<file path="src/rtl/segre_pkg.sv">
// Shared core types: memory access sizes, arbiter states/owners and bus geometry.
package segre_pkg;

  localparam int ADDR_SIZE             = 32;
  localparam int CACHE_LINE_SIZE_BYTES = 16;

  typedef enum logic [1:0] {
    BYTE = 2'b00,
    HALF = 2'b01,
    WORD = 2'b10
  } memop_data_type_e;

  typedef enum logic [1:0] {
    ARB_IDLE = 2'b00,
    ARB_IF   = 2'b01,
    ARB_MEM  = 2'b10
  } arb_state_e;

  typedef enum logic {
    OWNER_IF  = 1'b0,
    OWNER_MEM = 1'b1
  } arb_owner_e;

endpackage

</file>
<file path="src/rtl/segre_mem_arbiter.sv">
// Shares the single external memory port between IF line fetches and MEM loads/stores.
// Define SEGRE_ARB_RR_EN for round-robin on collisions; default is fixed MEM-over-IF priority.
module segre_mem_arbiter
  import segre_pkg::memop_data_type_e;
#(
  parameter int ADDR_SIZE             = segre_pkg::ADDR_SIZE,
  parameter int CACHE_LINE_SIZE_BYTES = segre_pkg::CACHE_LINE_SIZE_BYTES
) (
  input  logic                               clk_i,
  input  logic                               rsn_i,
  input  logic                               if_rd_i,
  input  logic [ADDR_SIZE-1:0]               if_addr_i,
  output logic                               if_ready_o,
  output logic [CACHE_LINE_SIZE_BYTES*8-1:0] if_rd_data_o,
  input  logic                               dmem_rd_i,
  input  logic                               dmem_wr_i,
  input  logic [ADDR_SIZE-1:0]               dmem_addr_i,
  input  memop_data_type_e                   dmem_type_i,
  input  logic [CACHE_LINE_SIZE_BYTES*8-1:0] dmem_wr_data_i,
  output logic                               dmem_ready_o,
  output logic [CACHE_LINE_SIZE_BYTES*8-1:0] dmem_rd_data_o,
  output logic [ADDR_SIZE-1:0]               addr_o,
  output logic                               mem_rd_o,
  output logic                               mem_wr_o,
  output memop_data_type_e                   mem_data_type_o,
  output logic [CACHE_LINE_SIZE_BYTES*8-1:0] mem_wr_data_o,
  input  logic [CACHE_LINE_SIZE_BYTES*8-1:0] mem_rd_data_i,
  input  logic                               mem_ready_i
);

  import segre_pkg::*;

  arb_state_e state_reg;
  logic       mem_req;
  logic       if_wins;

  assign mem_req = dmem_rd_i | dmem_wr_i;

`ifdef SEGRE_ARB_RR_EN
  arb_owner_e last_grant_reg;

  // On a collision the side that was not served last time takes the port.
  assign if_wins = if_rd_i & (~mem_req | (last_grant_reg == OWNER_MEM));

  always_ff @(posedge clk_i) begin
    if (!rsn_i) begin
      last_grant_reg <= OWNER_IF;
    end else if (state_reg == ARB_IDLE) begin
      if (if_wins) begin
        last_grant_reg <= OWNER_IF;
      end else if (mem_req) begin
        last_grant_reg <= OWNER_MEM;
      end
    end
  end
`else
  // MEM holds the older instruction, so it always wins to avoid a pipeline deadlock.
  assign if_wins = if_rd_i & ~mem_req;
`endif

  always_ff @(posedge clk_i) begin
    if (!rsn_i) begin
      state_reg       <= ARB_IDLE;
      addr_o          <= '0;
      mem_rd_o        <= 1'b0;
      mem_wr_o        <= 1'b0;
      mem_data_type_o <= WORD;
      mem_wr_data_o   <= '0;
    end else begin
      case (state_reg)
        ARB_IDLE: begin
          if (if_wins) begin
            state_reg       <= ARB_IF;
            addr_o          <= if_addr_i;
            mem_rd_o        <= 1'b1;
            mem_wr_o        <= 1'b0;
            mem_data_type_o <= WORD;
            mem_wr_data_o   <= '0;
          end else if (mem_req) begin
            // A simultaneous load and store strobe resolves to a store.
            state_reg       <= ARB_MEM;
            addr_o          <= dmem_addr_i;
            mem_rd_o        <= dmem_rd_i & ~dmem_wr_i;
            mem_wr_o        <= dmem_wr_i;
            mem_data_type_o <= dmem_type_i;
            mem_wr_data_o   <= dmem_wr_data_i;
          end
        end
        ARB_IF, ARB_MEM: begin
          if (mem_ready_i) begin
            state_reg <= ARB_IDLE;
            mem_rd_o  <= 1'b0;
            mem_wr_o  <= 1'b0;
          end
        end
        default: begin
          state_reg <= ARB_IDLE;
          mem_rd_o  <= 1'b0;
          mem_wr_o  <= 1'b0;
        end
      endcase
    end
  end

  assign if_ready_o   = (state_reg == ARB_IF) & mem_ready_i;
  assign dmem_ready_o = (state_reg == ARB_MEM) & mem_ready_i;

  genvar gi;
  generate
    for (gi = 0; gi < CACHE_LINE_SIZE_BYTES; gi++) begin : g_rd_lane
      assign if_rd_data_o[gi*8 +: 8]   = mem_rd_data_i[gi*8 +: 8] & {8{if_ready_o}};
      assign dmem_rd_data_o[gi*8 +: 8] = mem_rd_data_i[gi*8 +: 8] & {8{dmem_ready_o}};
    end
  endgenerate

endmodule

</file>
<file path="config.mk">
export PLATFORM = sky130hd
export DESIGN_NAME = segre_mem_arbiter
export DESIGN_NICKNAME = d
export VERILOG_FILES = /design/src/rtl/segre_pkg.sv /design/src/rtl/segre_mem_arbiter.sv
export SDC_FILE = /design/constraint.sdc
export NUM_CORES = 1
export LEC_CHECK = 0
export CAP_MARGIN = 20
export CORE_AREA = 2 2 288 290
export DETAILED_ROUTE_END_ITERATION = 12
export DIE_AREA = 0 0 290 292
export SLEW_MARGIN = 20
export SYNTH_ARGS = -nofsm -noshare
export SYNTH_HDL_FRONTEND = slang
export SYNTH_SLANG_ARGS = --single-unit
</file>
<file path="constraint.sdc">
create_clock -name clk_i -period 2.1 [get_ports clk_i]
set_input_delay 0.63 -clock clk_i [delete_from_list [all_inputs] [get_ports clk_i]]
set_output_delay 0.63 -clock clk_i [all_outputs]
set_load 0.02 [all_outputs]
</file>
==> impl_metrics.json, run 1 <==
{
  "firstDrtPassIters": 4,
  "io_buffers": 749,
  "vias": 10421,
  "tightest_slew_ns": 0.482,
  "maxSlewViolCount": 0,
  "max_freq_mhz": 391,
  "design_power_total_mw": 12.2,
  "violations": "negative setup slack",
  "criticalPathCategory": "reg2out",
  "fillCellCount": 8545,
  "route.detailed.drc": 0,
  "hold_viol": 0,
  "clkLatencyLatePin_ns": 0.50,
  "first_iter_violations": 430,
  "top_register": "mem_wr_data_o",
  "max_cap_viol_count": 0,
  "rsz0062_at_grt": "yes",
  "crit_required_ns": 1.47,
  "fin_ws_ns": -0.459,
  "area_growth_pct": 165,
  "cts.path.max_buffers": 2,
  "power.density_nw_per_um2": 590,
  "ys_types": 24,
  "drive_gt1_frac": 0.420,
  "ys_seq_area_frac": 0.425,
  "finalWirelength_um": 58600,
  "p_leak_nw": 10.6,
  "ys_warn_count": 0,
  "die_x_um": 290,
  "final_common_cell": "clkdlybuf4s50_1",
  "finalNonFillerCells": 2750,
  "period_minus_slack_ns": 2.56,
  "start_util": 0.0958,
  "antenna_found_initial": 32,
  "syn_inst": 863,
  "largest_reg_flops": 128,
  "postRouteAntennaNets": 0,
  "ys_seq_elements": 166,
  "min_period_over_period": 1.22,
  "hold_class": "reg2reg",
  "cts_tree": "built",
  "outcome": "finished with violations",
  "hpwl_um": 44500,
  "mostFrequentLayoutCells": "322 x clkdlybuf4s50_1, 283 x buf_6, 223 x and3_4, 164 x dfxtp_1, 164 x dlymetal6s2s_1",
  "vias_per_cell": 3.79,
  "max_slew_margin": 0.678,
  "dp_cells": 2634,
  "worstPathArrival_ns": 1.93,
  "cts.reportedPaths.clkPinSlew_ns": 0.10,
  "crit_path_start_kind": "flip-flop",
  "grt_pass1_wl_um": 76700,
  "worstPathMaxFanout": 5,
  "htreeDepth": 4,
  "fp-row-count": 105,
  "skew_ns": 0.0412,
  "synth_nets": 1194,
  "crit_path_end_kind": "output port",
  "core-area_um2": 81600,
  "cts_buffers": 17,
  "routedWlPerCell_um": 21.3,
  "pin_count": 750,
  "globalplace.congestion": 0.851,
  "cts.sinks": 166,
  "grt_use_total": 0.127,
  "largest_registers": "mem_wr_data_o: 128 flops, addr_o: 32 flops",
  "syn_avg_cell_area_um2": 9.06,
  "setup_viol": 258,
  "nets": 1993,
  "die_area_um2": 84700,
  "fp.dieH_um": 292,
  "grt_max_degree": 44,
  "grt_pass1_vias": 10030,
  "root_buffer": "clkbuf_16",
  "grt_overflow": 0,
  "max-vdd-ir-drop_mv": 0.464,
  "synth_area_um2": 7820
}
## where the power goes
group	switching (mW)	internal, mW	total [mW]
logic	2.27	2.71	4.98
clock network	1.73	1.74	3.47
registers	0.218	3.53	3.74
total	4.22	7.97	12.2
## cells by family (layout without fill, tap and decap cells)
group           Yosys count  in the layout  synth area share
other cells               0              5                 0
simple gates            303            303             0.242
compound gates          236            236             0.240
buf+inv                 155            967            0.0879
fa+ha+maj                 3              3           0.00480
flops                   166            166             0.425
## cells in the mapped netlist (all sizes together)
master / instances / area [um^2]
a21boi: 2 / 15.0
a21oi: 3 / 15.0
a22o: 129 / 1130
a22oi: 1 / 7.51
a311oi: 32 / 280
and2: 3 / 18.8
and3: 257 / 1610
buf: 24 / 195
clkbuf: 94 / 353
dfxtp: 166 / 3320
ha: 3 / 37.5
inv: 37 / 139
nand2b: 1 / 6.26
nand3: 3 / 15.0
nor2: 1 / 3.75
nor2b: 3 / 18.8
nor3b: 1 / 7.51
nor4: 32 / 200
nor4b: 1 / 8.76
o21a: 32 / 240
o21ai: 36 / 180
o31ai: 1 / 7.51
or2: 1 / 6.26
## metrics by stage
stage	hold WS [ns]	setup slack (ns)	utilization	cell area [um^2]	setup TNS, ns
floorplan	0.472	-0.0316	-	8130	-3.02
global placement	0.437	-0.696	0.210	17100	-113.03
detailed placement	0.440	-0.688	0.210	17100	-113.26
CTS	0.455	-0.528	0.225	18300	-109.91
global route	0.481	-0.521	0.253	20700	-101.58
finish	0.448	-0.459	0.253	20700	-81.65
## metal layers
layer,vias up,GRT usage,part of all wire
met2,517,0.213,0.49
li1,4881,-,-
met5,-,0,0.00092
met1,4895,0.148,0.41
met3,120,0.0391,0.060
met4,8,0.0549,0.039
## path summary, 6_finish.rpt
kind	start	endpoint	slack, ns	depth (start not counted)
hold reg to reg	mem_rd_o$_SDFFE_PN0P_	mem_rd_o$_SDFFE_PN0P_	0.45	2
setup / recovery	state_reg[0]$_SDFFE_PN0P_	dmem_rd_data_o[95]	-0.46	8
hold / removal	mem_rd_o$_SDFFE_PN0P_	mem_rd_o$_SDFFE_PN0P_	0.45	2
setup reg to reg	state_reg[0]$_SDFFE_PN0P_	mem_wr_data_o[87]$_SDFFE_PN0P_	0.14	9
## final cells by class
cell class	count	area (um^2)	area share
flip-flops and latches	166	3330	0.161
multi-input cells	542	5000	0.242
inverters	37	144	0.00696
clock buffers	17	425	0.0206
repair buffers	898	10200	0.494
well taps	1070	1340	0.0647
diodes	5	12.5	0.000605
clock inverters	15	201	0.00974
## critical path, stage by stage (launching register included)
cell,delay (ns)
dfxtp_4,0.39
inv_4,0.04
ha_4,0.19
buf_12,0.15
buf_8,0.13
buf_16,0.12
buf_12,0.12
and3_4,0.16
buf_6,0.12
## repair_timing
item                                    in CTS  in global routing
endpoints found under the setup margin     422                434
gates resized for setup                   1194                742
pin swaps                                    3                  6
endpoints found under the hold margin        0                  0
setup buffers                               20                 35
hold buffers                                 0                  0
cloned                                       7                 19
Power figures use the tool's default switching activity.
==> run 2: changes to the inputs <==
--- a/config.mk
+++ b/config.mk
@@ -5,10 +5,13 @@
 export SDC_FILE = /design/constraint.sdc
 export NUM_CORES = 1
 export LEC_CHECK = 0
+export ABC_CLOCK_PERIOD_IN_PS = 2100
 export CAP_MARGIN = 20
 export CORE_AREA = 2 2 288 290
 export DETAILED_ROUTE_END_ITERATION = 12
 export DIE_AREA = 0 0 290 292
+export GPL_TIMING_DRIVEN = 0
+export PLACE_DENSITY = 0.34
 export SLEW_MARGIN = 20
 export SYNTH_ARGS = -nofsm -noshare
 export SYNTH_HDL_FRONTEND = slang
==> run 2 against run 1 <==
The flow still finishes with violations (negative setup slack); wire length increased by 19%; sequential share of layout area increased by 0.44 points; design area decreased by 2.6%; setup slack improved by 0.080 ns; highest routed layer unchanged; utilization decreased by 0.67 points; critical path type unchanged; combinational power decreased by 2%; sequential cell count unchanged; die area unchanged; clock skew decreased by 0.023 ns; first-iteration DRC count increased by 0.47%; final cell count about the same; non-clock buffer count unchanged.
==> impl_metrics.json, run 2 (synthesis gave the netlist of run 1 again) <==
{
  "largest_reg_flops": 128,
  "criticalPathCategory": "reg2out",
  "maxSlewViolCount": 0,
  "cts_buffers": 17,
  "seq_area_um2": 3330,
  "hold_path_depth": 2,
  "period_minus_slack_ns": 2.48,
  "max-vdd-ir-drop_mv": 0.574,
  "dp_cells": 2680,
  "crit_required_ns": 1.47,
  "rsz0062_at_grt": "yes",
  "die_area_um2": 84700,
  "met2_length_um": 37200,
  "grt_pass1_vias": 10975,
  "power.density_nw_per_um2": 584,
  "holdWs_ns": 0.451,
  "routedWlPerCell_um": 25.5,
  "finalNonFillerCells": 2752,
  "vias_per_cell": 3.83,
  "io_buffers": 747,
  "finalWirelength_um": 70100,
  "start_util": 0.0958,
  "pin_count": 750,
  "worstPathArrival_ns": 1.85,
  "wl_met3_um": 5330,
  "fp-row-count": 105,
  "outcome": "finished with violations",
  "path_depth": 6,
  "grt_pass1_wl_um": 92300,
  "nets": 1993,
  "hold_viol": 0,
  "skew_ns": 0.0183,
  "antenna_found_initial": 35,
  "wl_met1_um": 25300,
  "cts.reportedPaths.clkPinSlew_ns": 0.07,
  "postRouteAntennaNets": 0,
  "crit_path_start_kind": "flip-flop",
  "core-area_um2": 81600,
  "htreeDepth": 4,
  "final_common_cell": "clkdlybuf4s50_1",
  "largest_registers": "mem_wr_data_o: 128 flops, addr_o: 32 flops",
  "multi_input_area_um2": 4870,
  "grt_use_total": 0.156,
  "fp.dieH_um": 292,
  "grt_overflow": 0,
  "slowest_delay_ns": 0.37,
  "top_register": "mem_wr_data_o",
  "p_leak_nw": 10.3,
  "worstPathMaxFanout": 9,
  "utilization": 0.247,
  "clkLatencyLatePin_ns": 0.48,
  "r2r_slack_ns": 0.19,
  "die_x_um": 290,
  "drive_gt1_frac": 0.413,
  "holdPathEnd": "mem_rd_o$_SDFFE_PN0P_",
  "timing.rr.end": "mem_wr_data_o[66]$_SDFFE_PN0P_",
  "globalplace.congestion": 0.881,
  "tightest_slew_ns": 0.716,
  "path_common_cell": "clkbuf_16",
  "critPathSlowestCell": "dfxtp_4",
  "r2r_cells": 8,
  "hold_class": "reg2reg",
  "setup_viol": 258,
  "cts.sinks": 166,
  "critPathTopFamily": "buffers and inverters",
  "area_growth_pct": 158,
  "place_area_um2": 16900,
  "fin_ws_ns": -0.379,
  "route.detailed.drc": 0,
  "min_period_over_period": 1.18,
  "first_iter_violations": 432,
  "grt_max_degree": 17,
  "max_freq_mhz": 403,
  "cts.path.max_buffers": 2,
  "design_power_total_mw": 11.8,
  "max_cap_viol_count": 0,
  "fin_area_um2": 20100,
  "firstDrtPassIters": 4,
  "mostFrequentLayoutCells": "336 x clkdlybuf4s50_1, 246 x buf_6, 190 x and3_4, 164 x dfxtp_1, 153 x dlymetal6s2s_1",
  "crit_path_end_kind": "output port",
  "hold_buffers": 0,
  "max_slew_margin": 0.523,
  "highest-signal-layer": "met5",
  "cp_cell_sequence": "inv_4, ha_4, clkbuf_16, clkbuf_16, and3_4, buf_6",
  "hpwl_um": 57300,
  "path_buf_inv": 4,
  "hold_start": "mem_rd_o$_SDFFE_PN0P_",
  "fillCellCount": 8768,
  "violations": "negative setup slack",
  "vias": 10534,
  "root_buffer": "clkbuf_16",
  "reg2reg_from": "state_reg[1]$_SDFFE_PN0P_",
  "cts_tree": "built"
}
[run 2: changes by cell type in the layout (fill, tap and decap cells not counted), sizes merged]
cell	change
clkdlybuf4s15	+12
inv	-4
dlymetal6s2s	-11
clkdlybuf4s50	+14
bufbuf	-1
bufinv	-1
buf	-96
diode	+2
clkbuf	+84
clkinvlp	+3
[run 2: worst max path at each step]
stage	from	to	slack, ns
global route	state_reg[0]$_SDFFE_PN0P_	dmem_rd_data_o[25]	-0.46
global placement	mem_ready_i	if_rd_data_o[97]	-1.49
finish	state_reg[0]$_SDFFE_PN0P_	dmem_rd_data_o[48]	-0.38
detailed placement	mem_ready_i	if_rd_data_o[97]	-1.55
CTS	state_reg[0]$_SDFFE_PN0P_	dmem_rd_data_o[25]	-0.45
floorplan	mem_ready_i	if_rd_data_o[100]	-0.03
[run 2: metrics by stage]
stage               TNS (ns)  worst slack, ns
floorplan              -3.02          -0.0316
global placement     -477.02            -1.49
detailed placement   -480.60            -1.55
CTS                  -136.28           -0.449
global route          -97.72           -0.464
finish                -77.76           -0.379
[run 2: final cells by class]
cell class	count	area share
Multi-Input combinational cell	542	0.242
Inverter	37	0.00715
Clock buffer	19	0.0220
Timing Repair Buffer	784	0.434
Sequential cell	166	0.165
Clock inverter	13	0.00584
Antenna cell	7	0.000870
Buffer	114	0.0566
Tap cell	1070	0.0665
[run 2: repair_timing]
action	CTS	global route
pin swaps	2	0
gates cloned	14	12
setup endpoints to repair	579	577
resized for setup	1713	431
setup buffers	5	7
[run 2: tightest hold or removal path, stage by stage (launching register included)]
cell and delay [ns]:
dfxtp_1 0.31, inv_1 0.05, a21oi_1 0.05
[run 2: layer usage]
metal | vias to the layer above | global-route usage
li1 | 4862 | -
met1 | 5041 | 0.160
met2 | 503 | 0.292
met3 | 118 | 0.0524
met4 | 10 | 0.0554
met5 | - | 0
[run 2: where the power goes]
group / internal [mW] / switching, mW
Sequential: 3.53 / 0.219
Clock: 1.58 / 1.57
Combinational: 2.47 / 2.39
Total: 7.58 / 4.17
